**src/rtl/pipe_stage_skid_if.sv**
```systemverilog
// pipe_stage_skid_if
//   Valid/ready payload bus used on both sides of pipe_stage_skid.
//   Ports (signals):
//     valid - producer holds a payload this cycle
//     ready - consumer can take the payload this cycle
//     data  - DATA_W-bit payload (control + data fields concatenated)
//   Modports:
//     master - producer side (drives valid/data, samples ready)
//     slave  - consumer side (samples valid/data, drives ready)
interface pipe_stage_skid_if #(
  parameter int DATA_W = 96
);
  logic              valid;
  logic              ready;
  logic [DATA_W-1:0] data;

  modport master (output valid, output data, input ready);
  modport slave  (input valid, input data, output ready);
endinterface

```
**src/rtl/pipe_stage_skid.sv**
```systemverilog
// pipe_stage_skid
//   Generic pipeline stage register with a valid/ready handshake and a
//   2-entry skid buffer.  in_ready (up.ready) is a pure function of the state
//   register, so no combinational ready path crosses the stage, yet full
//   throughput is kept under back-pressure.  flush inserts a bubble.
//   Optional feature macro: STAGE_PERF_EN (stall/kill performance counters).
//
//   Ports:
//     clk        in   clock, all state updates on posedge
//     rst        in   synchronous active-high reset
//     flush      in   synchronous kill of all held entries (below rst)
//     up         slave  modport: in_valid / in_ready / in_data
//     dn         master modport: out_valid / out_ready / out_data
//     stall_cnt  out  CNT_W, cycles with out_valid & ~out_ready (STAGE_PERF_EN)
//     kill_cnt   out  CNT_W, valid entries discarded by flush  (STAGE_PERF_EN)
module pipe_stage_skid #(
  parameter int                DATA_W     = 96,
  parameter logic [DATA_W-1:0] BUBBLE_VAL = {DATA_W{1'b0}}
`ifdef STAGE_PERF_EN
  ,
  parameter int                CNT_W      = 16
`endif
) (
  input  logic               clk,
  input  logic               rst,
  input  logic               flush,
  pipe_stage_skid_if.slave   up,
  pipe_stage_skid_if.master  dn
`ifdef STAGE_PERF_EN
  ,
  output logic [CNT_W-1:0]   stall_cnt,
  output logic [CNT_W-1:0]   kill_cnt
`endif
);

  typedef enum logic [1:0] {
    EMPTY = 2'd0,
    ONE   = 2'd1,
    FULL  = 2'd2
  } state_e;

  state_e            state_q, state_d;
  logic [DATA_W-1:0] main_q, main_d;
  logic [DATA_W-1:0] skid_q, skid_d;
  logic              in_ready;
  logic              out_valid;
  logic              acc;
  logic              take;

  assign acc  = up.valid & in_ready;
  assign take = out_valid & dn.ready;

  // State and payload registers; rst wins over everything else.
  always_ff @(posedge clk) begin
    if (rst) begin
      state_q <= EMPTY;
      main_q  <= BUBBLE_VAL;
      skid_q  <= BUBBLE_VAL;
    end else begin
      state_q <= state_d;
      main_q  <= main_d;
      skid_q  <= skid_d;
    end
  end

  // Next-state and payload movement.  The skid entry only ever refills main,
  // so FIFO order is preserved.  flush overrides the handshake result, which
  // discards any same-cycle accept.
  always_comb begin
    state_d = state_q;
    main_d  = main_q;
    skid_d  = skid_q;
    unique case (state_q)
      EMPTY: begin
        if (acc) begin
          state_d = ONE;
          main_d  = up.data;
        end
      end
      ONE: begin
        if (acc && take) begin
          main_d = up.data;
        end else if (acc) begin
          state_d = FULL;
          skid_d  = up.data;
        end else if (take) begin
          state_d = EMPTY;
        end
      end
      FULL: begin
        if (take) begin
          state_d = ONE;
          main_d  = skid_q;
        end
      end
      default: state_d = EMPTY;
    endcase
    if (flush) begin
      state_d = EMPTY;
      main_d  = BUBBLE_VAL;
      skid_d  = BUBBLE_VAL;
    end
  end

  // Outputs depend only on registered state.
  always_comb begin
    out_valid = (state_q != EMPTY);
    in_ready  = (state_q != FULL);
  end

  assign up.ready = in_ready;
  assign dn.valid = out_valid;
  assign dn.data  = main_q;

`ifdef STAGE_PERF_EN
  logic [CNT_W-1:0] stall_q;
  logic [CNT_W-1:0] kill_q;
  logic [1:0]       kill_inc;
  logic [CNT_W:0]   kill_sum;

  // Entries lost to flush; an entry taken downstream in the same cycle was
  // delivered, so it does not count as killed.
  always_comb begin
    kill_inc = 2'd0;
    if (flush) begin
      unique case (state_q)
        ONE:     kill_inc = take ? 2'd0 : 2'd1;
        FULL:    kill_inc = take ? 2'd1 : 2'd2;
        default: kill_inc = 2'd0;
      endcase
    end
    kill_sum = {1'b0, kill_q} + {{(CNT_W-1){1'b0}}, kill_inc};
  end

  // Saturating counters, cleared only by rst.
  always_ff @(posedge clk) begin
    if (rst) begin
      stall_q <= '0;
      kill_q  <= '0;
    end else begin
      if (out_valid && !dn.ready && (stall_q != {CNT_W{1'b1}})) begin
        stall_q <= stall_q + {{(CNT_W-1){1'b0}}, 1'b1};
      end
      kill_q <= kill_sum[CNT_W] ? {CNT_W{1'b1}} : kill_sum[CNT_W-1:0];
    end
  end

  assign stall_cnt = stall_q;
  assign kill_cnt  = kill_q;
`endif

endmodule

```
**src/flat_wrapper.sv**
```systemverilog
// flat-port wrapper written by rule: the top's interface ports become plain ports
module pipe_stage_skid_flat 
#(
  parameter int                DATA_W     = 96,
  parameter logic [DATA_W-1:0] BUBBLE_VAL = {DATA_W{1'b0}}

)
  (clk, rst, flush, up_valid, up_data, up_ready, dn_valid, dn_data, dn_ready);
  pipe_stage_skid_if #(.DATA_W(DATA_W)) up_i ();
  pipe_stage_skid_if #(.DATA_W(DATA_W)) dn_i ();
  input  logic clk;
  input  logic rst;
  input  logic flush;
  input wire logic [$bits(up_i.valid)-1:0] up_valid;
  input wire logic [$bits(up_i.data)-1:0] up_data;
  output wire logic [$bits(up_i.ready)-1:0] up_ready;
  output wire logic [$bits(dn_i.valid)-1:0] dn_valid;
  output wire logic [$bits(dn_i.data)-1:0] dn_data;
  input wire logic [$bits(dn_i.ready)-1:0] dn_ready;
  assign up_i.valid = up_valid;
  assign up_i.data = up_data;
  assign up_ready = up_i.ready;
  assign dn_valid = dn_i.valid;
  assign dn_data = dn_i.data;
  assign dn_i.ready = dn_ready;
  pipe_stage_skid #(.DATA_W(DATA_W), .BUBBLE_VAL(BUBBLE_VAL)) u_core (.clk(clk), .rst(rst), .flush(flush), .up(up_i), .dn(dn_i));
endmodule
```
**config.mk**
```make
export PLATFORM = sky130hd
export DESIGN_NAME = pipe_stage_skid_flat
export DESIGN_NICKNAME = d
export VERILOG_FILES = /design/src/rtl/pipe_stage_skid_if.sv /design/src/rtl/pipe_stage_skid.sv /design/src/flat_wrapper.sv
export SDC_FILE = /design/constraint.sdc
export NUM_CORES = 1
export LEC_CHECK = 0
export BUFFER_PORTS_ARGS = -buffer_cell sky130_fd_sc_hd__buf_2
export CORE_ASPECT_RATIO = 1.5
export CORE_MARGIN = 5
export CORE_UTILIZATION = 57
export DETAILED_ROUTE_END_ITERATION = 7
export PLACE_DENSITY = 0.84
export SYNTH_ARGS = -nofsm -noshare
export SYNTH_HDL_FRONTEND = slang
export SYNTH_SLANG_ARGS = --single-unit
```
**constraint.sdc**
```tcl
create_clock -name clk -period 2.85 [get_ports clk]
set_input_delay 0 -clock clk [delete_from_list [all_inputs] [get_ports clk]]
set_output_delay 0 -clock clk [all_outputs]
set_load 0.03 [all_outputs]
```
Word-level counts from Yosys, hierarchy flattened. Cells that the tools add are included.

Add/sub/neg operators: 0. Multiply operators: 0. Divide/modulo/power cells: 0. $lt $le $gt $ge: 0. Eq/ne operators: 8. Shift operators: 0. Multiplexer cells: 10. Bitwise gates (word level): 3. Reductions and logical operators: 8.

Operator list (number): 96-bit 2-to-1 mux (3); 96-bit one-hot mux with 3 select lines (1); 2-bit 2-to-1 mux (5); 4-bit AND reduction (2); 2-bit by 1-bit != test with 1-bit output (second input constant) (3); 2-bit one-hot mux with 3 select lines (1); 2-bit != test (second input constant) (2); 3-bit by 1-bit != test with 1-bit output (second input constant) (1); 3-bit AND reduction (1); 3-bit nonzero test (1); 1-bit bitwise AND (2); 2-bit by 1-bit == test with 1-bit output (second input constant) (1); 2-bit == test (second input constant) (1); 2-bit logical NOT (1); 2-bit nonzero test (1); 2-bit OR reduction (1); 1-bit logical AND (1); 1-bit inverter (1).

Flip-flop bits (word level): 194. Bits in latches: 0. Memory bits (writable): 0. Bits in read-only memories: 0. Input port bits: 101. Output and inout port bits: 98. Word-level logic and storage cells: 32. Memories kept: 0.

Logic depth before layout (Yosys ltp). Gate-level depths: netlist of the first run.

Word-level depth: 6. Gate-level depth with buffers: 7. Depth with buffers taken out: 3.

Worst setup path before layout of the first run. Ideal clock, no wire load.

Path type: register -> register. From: reg u_core.state_q[0]. To: reg u_core.main_q[87] (netlist: u_core.dn.data[87]). Setup time: 146 ps. Arrival: 1380 ps. Data required time: 2704 ps. Slack: 1323 ps. Cell stages (with the launch flop): 7. Buffers on the path: 3. Period minus slack after synthesis: 1527 ps. Path through: dfxtp_1 > nand2b_1 > buf_2 > buf_4 > buf_4 > mux2i_1 > a211oi_2.

Word-level cells in the longest chain between the ends: 5. Elaborated cells on any way between the ends: 14. Those cells by class: 6 x eq/ne; 1 x mux; 2 x bitwise; 5 x reduce/logical.

Ends and longest elaborated chain: start: declaration (RTL line pipe_stage_skid.sv:42) `state_e state_q, state_d;`; start signal: assignment (RTL line pipe_stage_skid.sv:60) `state_q <= state_d;`; 2-bit != test (*) (RTL line pipe_stage_skid.sv:108) `in_ready = (state_q != FULL);`; net up_ready (RTL line flat_wrapper.sv:16) `output wire logic [$bits(up_i.ready)-1:0] up_ready;`; 1-bit bitwise AND (*) (RTL line pipe_stage_skid.sv:50) `assign acc = up.valid & in_ready;`; 1-bit logical AND (RTL line pipe_stage_skid.sv:81) `if (acc && take) begin`; 2-bit by 1-bit != test with 1-bit output (no source line); 4-bit AND reduction (no source line) (*); end signal: assignment (RTL line pipe_stage_skid.sv:61) `main_q <= main_d;`; end: declaration (RTL line pipe_stage_skid.sv:43) `logic [DATA_W-1:0] main_q, main_d;`.

The timed path passes the listed nets; every way through them passes the cells marked *. A chain may end at the register's enable or synchronous reset.

Final worst setup path of the first run.
From: reg u_core.state_q[0]. To: reg u_core.main_q[10] (netlist: u_core.dn.data[10]).

Word-level cells in the longest chain between the ends: 5. Elaborated cells on any way between the ends: 14. Those cells by class: 6 x eq/ne; 1 x mux; 2 x bitwise; 5 x reduce/logical.

Ends and longest elaborated chain (RTL line): 2-bit != test or 2-bit nonzero test (tied branches) (pipe_stage_skid.sv:108, pipe_stage_skid.sv:107); 1-bit bitwise AND (on tied branches) (pipe_stage_skid.sv:50, pipe_stage_skid.sv:51); 1-bit logical AND (pipe_stage_skid.sv:81); 2-bit by 1-bit != test with 1-bit output (no source line); 4-bit AND reduction (no source line).

Parallel ways exist; a longest one is shown, timed or not.

==> results by group, run 1 <==
Synth
  • Sequential fraction of the synthesis area: 46.9%
  • Complex-gate fraction of the synthesized area: 26.1%
  • Synth cell types: 21
  • Mapped cell area: 8280 um^2
  • Largest family of logic cells by synthesized area: compound AO/OA/AOI/OAI gates
  • Syn_nets: 987
  • Post-synthesis xor/xnor area fraction: 0%
  • Ys Warns: 0
  • Simple-Gate Fraction of Synth Area: 9.72%
  • Mux share of post-synthesis cell area: 11.6%
  • Synth Instances: 886
  • Seq cells post-synth: 194
  • Synthesized area per cell: 9.34 um^2
  • Adder-cell area share of the yosys netlist: 0%

Floorplanning
  • Initial Util: 57.5%
  • Core ar.: 14400 um^2
  • FP Rows: 54
  • Die Ht: 158 um
  • Die ar.: 17100 um^2
  • Ports: 199
  • Die Wd: 108 um

Global routing
  • Largest net degree at the start of global routing: 97
  • Gr ovfl total: 0
  • Number of global-route vias before repair: 7988
  • First-pass GRT wire length: 39300 um
  • Initial antenna violation count: 0
  • Total GRT Usage: 28.7%

Clocking
  • Num Clock Sinks: 194
  • CTS max path bufs: 2
  • CTS tree: yes
  • Root buffer cell: clkbuf_16
  • CTS clk-pin slew, worst paths: 70 ps
  • CTS buffer count: 17
  • PostCTS Resize Cnt: 0
  • H-Tree Depth: 4
  • Worst-Skew Late Latency: 420 ps
  • Setup bufs post-CTS: 0

Pwr
  • P per Cell Area: 549 nW/um^2
  • Peak ir drop on the vdd network: 0.471 mV
  • Static leakage: 4.77 nW

Critical path
  • Startpoint Class: flip-flop
  • Endpoint type of the worst setup path: flip-flop
  • CP Data Arrival Time: 2360 ps
  • Max FO, Critical Path: 44
  • Crit Path Class: flip-flop to flip-flop
  • R2R Setup Slk: 800 ps
  • Critical Path RT: 3160 ps

Detailed routing
  • DRT Pass-1 Iters: 5
  • Wire per inst: 18.6 um
  • Number of DRC markers in iteration 0: 468
  • DRC errors left: 0
  • Post-DRT Antenna Nets: 0
  • Routed wire length: 24800 um
  • Via density: 5.97
  • Via count: 7953

Finish
  • Share of layout cells above drive strength 1: 26.3%
  • Non-Filler Instances: 1332
  • Area grow syn2layout: 31.8%
  • Nets: 1223

Place
  • Input/output buffers: 198
  • Final HPWL DP: 13900 um
  • Placer Congestion: 0.768
  • Cell count after placement: 1201

Timing
  • Fin crit share: 72.0%
  • Setup TNS: 0 ps
  • Final Skew: 9.02 ps
  • Period minus WS final: 2050 ps
  • Final setup violation count: 0
  • Unrepaired setup endpoints after global routing: no
  • Hold Worst Slack: 357 ps
  • Worst slew margin: 50.8%
  • Fmax: 487 MHz
  • Final hold vios: 0
  • Worst-margin pin slew: 737 ps
  • Slew Limit Fails: 0

Hold path
  • Hold Path Class: input pin to flip-flop

Run status
  • Status: complete, no violations

Job
  • # Max-Cap Violations: 0
[flip-flops by register name (all words and copies together) (netlist names)]
| signal | cells |
|---|---|
| u_core.dn.data | 96 |
| u_core.skid_q | 96 |
| u_core.state_q | 2 |
[per-stage QoR]
step | cell area [um^2] | setup slack [ps] | util, % | power, mW
detailed placement | 9350 | 913 | 65.0 | 3.58
global route | 10900 | 713 | 75.8 | 6.20
global placement | 9350 | 1010 | 65.0 | 3.57
CTS | 10900 | 817 | 75.8 | 6.00
finish | 10900 | 797 | 75.8 | 5.99
floorplan | 8280 | 1320 | - | 3.34
[where the power goes]
part | total (mW) | switching, mW | internal, mW
Clock | 2.34 | 1.07 | 1.27
Sequential | 2.83 | 0.0455 | 2.78
Combinational | 0.821 | 0.486 | 0.336
Total | 5.99 | 1.60 | 4.39
[synthesized netlist by cell type]
cell type	instances	area [um^2]
dfxtp_1	194	3880
nand2_1	194	728
a211oi_1	153	1150
a21oi_1	97	485
mux2i_1	96	961
clkbuf_1	61	229
a211oi_2	40	500
buf_2	23	115
buf_4	7	52.6
buf_6	6	67.6
a21o_1	2	15.0
buf_1	2	7.51
nand2b_1	2	12.5
or2_2	2	12.5
and2_1	1	6.26
and3b_1	1	8.76
nand4bb_1	1	11.3
nor2b_1	1	6.26
nor4bb_1	1	10.0
o21bai_1	1	7.51
or3b_2	1	8.76
[logic make-up after synthesis]
kind of cell	Yosys count
and+or+nand+nor	204
muxes	96
buffers and inverters	99
AOI/OAI and AO/OA	293
DFF	194
[cell usage in the layout, fill, tap and decap left out, types with 2 or more instances in the layout]
cell type,count
buf_2,198
nand2b_4,2
a211oi_2,40
nand2_1,194
buf_12,7
mux2i_1,96
inv_8,2
clkinvlp_4,4
a211oi_1,153
inv_6,2
dfxtp_1,194
dlygate4sd3_1,98
a21oi_1,97
buf_4,13
clkbuf_8,2
clkbuf_16,17
clkinv_4,2
[final cells by class]
class | count | area, um^2
Clock buffer | 20 | 457
Clock inverter | 12 | 123
Antenna cell | 1 | 2.50
Timing Repair Buffer | 316 | 2210
Fill cell | 906 | 3480
Multi-Input combinational cell | 593 | 3990
Sequential cell | 194 | 3880
Tap cell | 196 | 245
[critical path, stage by stage (launching register included)]
cell and delay (ps):
dfxtp_1 550, nand2b_4 340, a21o_4 440, buf_12 240, a211oi_1 320
[metal layers]
metal | track usage [%] | wire length (um) | vias to the layer above
met1 | 32.9 | 9350 | 3779
li1 | - | - | 3674
met2 | 48.9 | 12600 | 381
met3 | 4.98 | 1480 | 119
met4 | 18.4 | 1380 | 0
met5 | 0 | 0 | -
[timing repair]
action,in CTS,in global routing
setup endpoints to repair,0,0
endpoints found under the hold margin,189,0
hold buffers,98,0
[path summary, 6_finish.rpt]
kind	startpoint	endpoint	depth (start not counted)
worst max register to register	u_core.state_q[0]$_SDFFE_PP0P_	u_core.dn.data[10]$_SDFFE_PP0P_	4
worst max-delay path	u_core.state_q[0]$_SDFFE_PP0P_	u_core.dn.data[10]$_SDFFE_PP0P_	4
worst min register to register	u_core.skid_q[56]$_SDFFE_PP0P_	u_core.skid_q[56]$_SDFFE_PP0P_	2
worst min-delay path	rst	u_core.dn.data[57]$_SDFFE_PP0P_	3
Note: power is estimated with default switching activity, not from simulation.
==> inputs of run 2 (changes only) <==
- CORE_UTILIZATION: 57 -> 54
- PLACE_DENSITY: 0.84 -> 0.8
- clock period: 2.85 -> 2 ns (I/O delays scaled with it)
==> run 2 against run 1 <==
Net effect: cell area grew 1.8%; largest power group unchanged; via count shrank 2.2%; die area grew 5.1%; sequential share of layout area shrank 0.62 points; global-route usage shrank 2.9 points.
==> results by group, run 2 (synthesis results as in run 1) <==
Run status
  • Status: complete, no violations

Clocking
  • CTS tree: yes
  • CTS max path bufs: 2 (unchanged)
  • Setup bufs post-CTS: 0 (unchanged)
  • CTS clk-pin slew, worst paths: 80 ps (about the same)
  • Num Clock Sinks: 194 (unchanged)
  • PostCTS Resize Cnt: 0 (unchanged)
  • H-Tree Depth: 4 (unchanged)
  • Root buffer cell: clkbuf_16
  • CTS buffer count: 17 (unchanged)
  • Worst-Skew Late Latency: 420 ps (about the same)

Place
  • Placer Congestion: 0.760 (-1.2%)
  • Final HPWL DP: 14100 um (+1.3%)
  • Input/output buffers: 198 (unchanged)
  • Cell count after placement: 1209 (+0.67%)

Detailed routing
  • Met1 WL: 9420 um (+0.82%)
  • DRT Pass-1 Iters: 5 (unchanged)
  • DR WL met2: 12500 um (-0.82%)
  • Routed wl met3: 1200 um (-19%)
  • Via count: 7778 (-2.2%)
  • Number of DRC markers in iteration 0: 573 (+22%)
  • Post-DRT Antenna Nets: 0 (unchanged)
  • Wire per inst: 17.8 um (-4.3%)
  • DRC errors left: 0 (unchanged)
  • Routed wire length: 23900 um (-3.8%)
  • Top Layer Used: met4
  • Via density: 5.80 (-2.8%)

Pwr
  • Cell-internal power: 6.30 mW (+43%)
  • Sequential power share: 46.3% (-0.9 points)
  • Clock share of power: 40.1% (+1.0 points)
  • Static leakage: 4.87 nW (+2.1%)
  • Comb power frac: 13.7% (about the same)
  • Switching pwr: 2.41 mW (+50%)
  • Total design power: 8.70 mW (+45%)
  • P per Cell Area: 784 nW/um^2 (+43%)
  • Peak ir drop on the vdd network: 0.498 mV (+5.6%)
  • Sw Ratio: 27.6% (+0.92 points)

Timing
  • Final setup violation count: 0 (unchanged)
  • Period minus WS final: 1780 ps (-272 ps)
  • Final Skew: 13.3 ps (+4.27 ps)
  • Fmax: 562 MHz (+15%)
  • Final hold vios: 0 (unchanged)
  • Unrepaired setup endpoints after global routing: no
  • Worst slew margin: 58.0% (+7.2 points)
  • Worst-margin pin slew: 630 ps (-108 ps)
  • Fin crit share: 89.0% (+17 points)
  • Slew Limit Fails: 0 (unchanged)
  • Setup TNS: 0 ps (unchanged)

Finish
  • Share of layout cells above drive strength 1: 26.8% (+0.41 points)
  • Non-Filler Instances: 1340 (+0.60%)
  • Most common cell after layout, fill and taps aside: buf_2
  • Most frequent cells in the layout: 198 x buf_2, 194 x nand2_1, 194 x dfxtp_1
  • Nets: 1228 (+0.41%)
  • Area grow syn2layout: 34.1%

Floorplanning
  • Initial Util: 54.9% (-2.6 points)
  • Ports: 199 (unchanged)
  • Die ar.: 18000 um^2 (+5.1%)
  • FP Rows: 55 (+1.9%)
  • Die Ht: 162 um (+2.6%)
  • Die Wd: 111 um (+2.5%)
  • Core ar.: 15100 um^2 (+4.7%)

Job
  • # Max-Cap Violations: 0 (unchanged)

Global routing
  • Initial antenna violation count: 0 (unchanged)
  • Largest net degree at the start of global routing: 85 (-12%)
  • Total GRT Usage: 25.8% (-2.9 points)
  • Gr ovfl total: 0 (unchanged)
  • Number of global-route vias before repair: 7822 (-2.1%)
  • First-pass GRT wire length: 39000 um (-0.86%)

Critical path
  • Worst path bufs/invs: 1 (unchanged)
  • CP Data Arrival Time: 2080 ps (-280 ps)
  • Startpoint Class: flip-flop
  • Slowest stage delay, CP: 560 ps (about the same)
  • Crit path max-delay cell type: dfxtp_1
  • Endpoint type of the worst setup path: flip-flop
  • Crit-path cells: nand2b_4, buf_4, mux2i_1, a211oi_2
  • Critical Path RT: 2300 ps (-860 ps)
  • CP top delay family: flip-flops
  • Crit Path Class: flip-flop to flip-flop
  • Max FO, Critical Path: 16 (-64%)

Hold path
  • Hold Path Class: input pin to flip-flop
[run 2: stage by stage]
| stage | setup slack [ps] | util [%] | hold WS (ps) | cell area [um^2] |
|---|---|---|---|---|
| floorplan | 473 | - | 78.5 | 8280 |
| global placement | 334 | 63.1 | 253 | 9510 |
| detailed placement | 243 | 63.1 | 256 | 9510 |
| CTS | 235 | 73.7 | 265 | 11100 |
| global route | 146 | 73.7 | 313 | 11100 |
| finish | 220 | 73.7 | 278 | 11100 |
[run 2: repair_timing]
action | in CTS | in global routing
endpoints found under the hold margin | 191 | 0
hold buffers | 98 | 0
endpoints found under the setup margin | 0 | 0
[run 2: layout make-up]
class | count | area [um^2]
multi-input cells | 593 | 3990
fillers | 1005 | 3970
flip-flops and latches | 194 | 3880
repair buffers | 321 | 2370
clock buffers | 18 | 439
well taps | 199 | 249
clock inverters | 14 | 168
diodes | 1 | 2.50
[run 2: final timing paths]
check / start / endpoint / slack [ps] / cells past startpoint
hold reg to reg: u_core.skid_q[5]$_SDFFE_PP0P_ / u_core.skid_q[5]$_SDFFE_PP0P_ / 450 / 2
setup / recovery: u_core.state_q[0]$_SDFFE_PP0P_ / u_core.dn.data[83]$_SDFFE_PP0P_ / 220 / 4
hold / removal: flush / u_core.dn.data[59]$_SDFFE_PP0P_ / 280 / 3
setup reg to reg: u_core.state_q[0]$_SDFFE_PP0P_ / u_core.dn.data[83]$_SDFFE_PP0P_ / 220 / 4
[run 2: layer usage]
| metal | global-route usage (%) | vias up |
|---|---|---|
| li1 | - | 3685 |
| met1 | 29.6 | 3729 |
| met2 | 46.2 | 305 |
| met3 | 4.80 | 59 |
| met4 | 12.1 | 0 |
| met5 | 0 | - |
[run 2: power groups by stage]
stage / combinational (mW) / clock [mW] / sequential (mW)
global placement: 1.01 / 0 / 4.11
finish: 1.19 / 3.49 / 4.03
floorplan: 0.481 / 0 / 4.28
CTS: 1.18 / 3.54 / 4.02
global route: 1.27 / 3.71 / 4.04
detailed placement: 1.03 / 0 / 4.11
[run 2: worst register-to-register path, cell delays in order, from the launching register on]
cell	delay, ps
dfxtp_1	560
nand2b_4	430
buf_4	300
mux2i_1	280
a211oi_2	100
==> inputs of run 3 (changes only) <==
- GPL_ROUTABILITY_DRIVEN: not set -> 0
- SETUP_SLACK_MARGIN: not set -> 0.4
==> run 3 against run 2 <==
Net effect: largest power group unchanged; die area stayed put; combinational power about the same; largest cell class unchanged; clock skew shrank 2.4 ps; via count is essentially flat; sequential power barely moved; clock power about the same; sequential cell count stayed put.
==> results by group, run 3 (synthesis results as in run 1) <==
Global routing
  • Gr ovfl total: 0 (unchanged)
  • Initial antenna violation count: 0 (unchanged)
  • Number of global-route vias before repair: 7861 (+0.50%)
  • Largest net degree at the start of global routing: 85 (unchanged)
  • Total GRT Usage: 25.9% (+0.10 points)
  • First-pass GRT wire length: 39100 um (+0.39%)

Finish
  • Most common cell after layout, fill and taps aside: buf_2
  • Share of layout cells above drive strength 1: 27.4% (+0.62 points)
  • Area grow syn2layout: 35.2%
  • Most frequent cells in the layout: 198 x buf_2, 194 x nand2_1, 192 x dfxtp_1
  • FF/Latch Area: 3890 um^2 (about the same)
  • Fill count: 988 (-1.7%)
  • Nets: 1235 (+0.57%)
  • Multi-input logic area: 4000 um^2 (+0.22%)

Critical path
  • Crit Path Class: flip-flop to flip-flop
  • Critical Path RT: 2350 ps (+50 ps)
  • FF-to-FF End: u_core.skid_q[56]$_SDFFE_PP0P_
  • Worst r2r path cells: 5 (+1)
  • R2R Setup Slk: 420 ps (+200 ps)
  • CP Data Arrival Time: 1930 ps (-150 ps)
  • Startpoint Class: flip-flop
  • R2r startpoint: u_core.state_q[0]$_SDFFE_PP0P_
  • Endpoint type of the worst setup path: flip-flop
  • Max FO, Critical Path: 41 (+25)

Hold path
  • Hold path depth: 3 (unchanged)
  • Hold path start: flush
  • Hold path endpoint: u_core.dn.data[58]$_SDFFE_PP0P_
  • Hold Path Class: input pin to flip-flop

Pwr
  • Clock share of power: 40.0% (about the same)
  • Peak ir drop on the vdd network: 0.500 mV (+0.49%)
  • Comb power frac: 13.8% (about the same)
  • Total design power: 8.71 mW (about the same)
  • Sw Ratio: 27.6% (about the same)
  • Static leakage: 4.92 nW (+1.0%)
  • Cell-internal power: 6.30 mW (about the same)
  • Sequential power share: 46.2% (about the same)
  • Switching pwr: 2.41 mW (about the same)
  • P per Cell Area: 778 nW/um^2 (-0.74%)

Run status
  • Status: complete, no violations

Floorplanning
  • Die ar.: 18000 um^2 (unchanged)
  • Die Ht: 162 um (unchanged)
  • Die Wd: 111 um (unchanged)
  • Initial Util: 54.9% (unchanged)
  • Core ar.: 15100 um^2 (unchanged)
  • Ports: 199 (unchanged)
  • FP Rows: 55 (unchanged)

Place
  • Input/output buffers: 198 (unchanged)
  • Final HPWL DP: 14100 um (unchanged)

Detailed routing
  • Wire per inst: 18.3 um (+2.6%)
  • DRC errors left: 0 (unchanged)
  • DRT Pass-1 Iters: 4 (-1)
  • Via density: 5.78 (-0.51%)
  • Number of DRC markers in iteration 0: 545 (-4.9%)
  • Via count: 7779 (+0.013%)
  • Routed wire length: 24600 um (+3.1%)
  • Post-DRT Antenna Nets: 0 (unchanged)

Timing
  • Final hold vios: 0 (unchanged)
  • Slew Limit Fails: 0 (unchanged)
  • Worst-margin pin slew: 627 ps (-3.03 ps)
  • Final Skew: 10.9 ps (-2.38 ps)
  • Period minus WS final: 1580 ps (-203 ps)
  • Worst slew margin: 58.2% (+0.20 points)
  • Setup TNS: 0 ps (unchanged)
  • Unrepaired setup endpoints after global routing: no
  • Final setup violation count: 0 (unchanged)
  • Fmax: 634 MHz (+13%)
  • Fin crit share: 78.9% (-10 points)

Clocking
  • Worst-Skew Late Latency: 420 ps (about the same)
  • CTS clk-pin slew, worst paths: 70 ps (about the same)
  • H-Tree Depth: 4 (unchanged)
  • Num Clock Sinks: 194 (unchanged)
  • CTS max path bufs: 2 (unchanged)
  • CTS tree: yes
  • CTS buffer count: 17 (unchanged)
  • Root buffer cell: clkbuf_16

Job
  • # Max-Cap Violations: 0 (unchanged)
==> run 3: cell count changes in the layout (fill, tap and decap cells not counted), sizes merged <==
cell / delta
clkbuf: +2
a21o: +1
buf: +4
==> run 3: power groups by stage <==
stage	Clock, mW	Combinational, mW	Sequential [mW]
after floorplan	0	0.481	4.28
after global placement	0	1.01	4.11
after detailed placement	0	1.03	4.11
after CTS	3.54	1.18	4.02
after global routing	3.71	1.28	4.04
final	3.48	1.20	4.03
==> run 3: worst max path at each step <==
stage | start | endpoint | slack, ps
2_1_floorplan | u_core.state_q[0]$_SDFFE_PP0P_ | u_core.dn.data[87]$_SDFFE_PP0P_ | 470
3_3_place_gp | u_core.state_q[0]$_SDFFE_PP0P_ | u_core.dn.data[83]$_SDFFE_PP0P_ | 330
3_5_place_dp | u_core.state_q[0]$_SDFFE_PP0P_ | u_core.dn.data[83]$_SDFFE_PP0P_ | 240
4_1_cts | u_core.state_q[0]$_SDFFE_PP0P_ | u_core.dn.data[16]$_SDFFE_PP0P_ | 420
5_1_grt | u_core.state_q[0]$_SDFFE_PP0P_ | u_core.skid_q[56]$_SDFFE_PP0P_ | 340
6_report | u_core.state_q[0]$_SDFFE_PP0P_ | u_core.skid_q[56]$_SDFFE_PP0P_ | 420
==> run 3: layer usage <==
layer	wire (um)	vias to the layer above	part of all wire, %	track usage, %
li1	-	3700	-	-
met1	9700	3712	39	29.8
met2	12700	295	52	45.8
met3	1290	72	5.2	4.87
met4	900	0	3.7	13.1
met5	0	-	0	0
==> run 3: final cells by class <==
cell class / instances / share of cell area [%]
clock inverter: 14 / 1.50
sequential: 194 / 34.7
timing repair buffer: 327 / 21.9
multi-input combinational: 594 / 35.7
antenna: 1 / 0.0224
clock buffer: 18 / 3.92
tap: 199 / 2.22
==> run 3: through the flow <==
stage	std cells	instance area [um^2]	setup slack [ps]	utilization, %	hold WS (ps)
6_report	1347	11200	422	74.3	277
3_5_place_dp	1209	9510	243	63.1	256
4_1_cts	1341	11100	420	73.8	265
5_1_grt	1346	11200	344	74.3	313
3_3_place_gp	1209	9510	334	63.1	253
2_1_floorplan	886	8280	473	-	78.5
==> run 3: timing repair <==
action / in CTS / in global routing
pin swaps: 0 / 1
hold endpoints to repair: 191 / 0
cloned: 0 / 3
hold buffers: 98 / 0
endpoints found under the setup margin: 163 / 28
gates resized for setup: 2 / 2
buffers inserted: 2 / 2
==> run 3: worst max-delay path: stages, from the launching register on <==
cell and delay [ps]:
dfxtp_2 450, nor4bb_4 260, buf_4 160, buf_6 340, nand2_1 120, a21oi_1 150
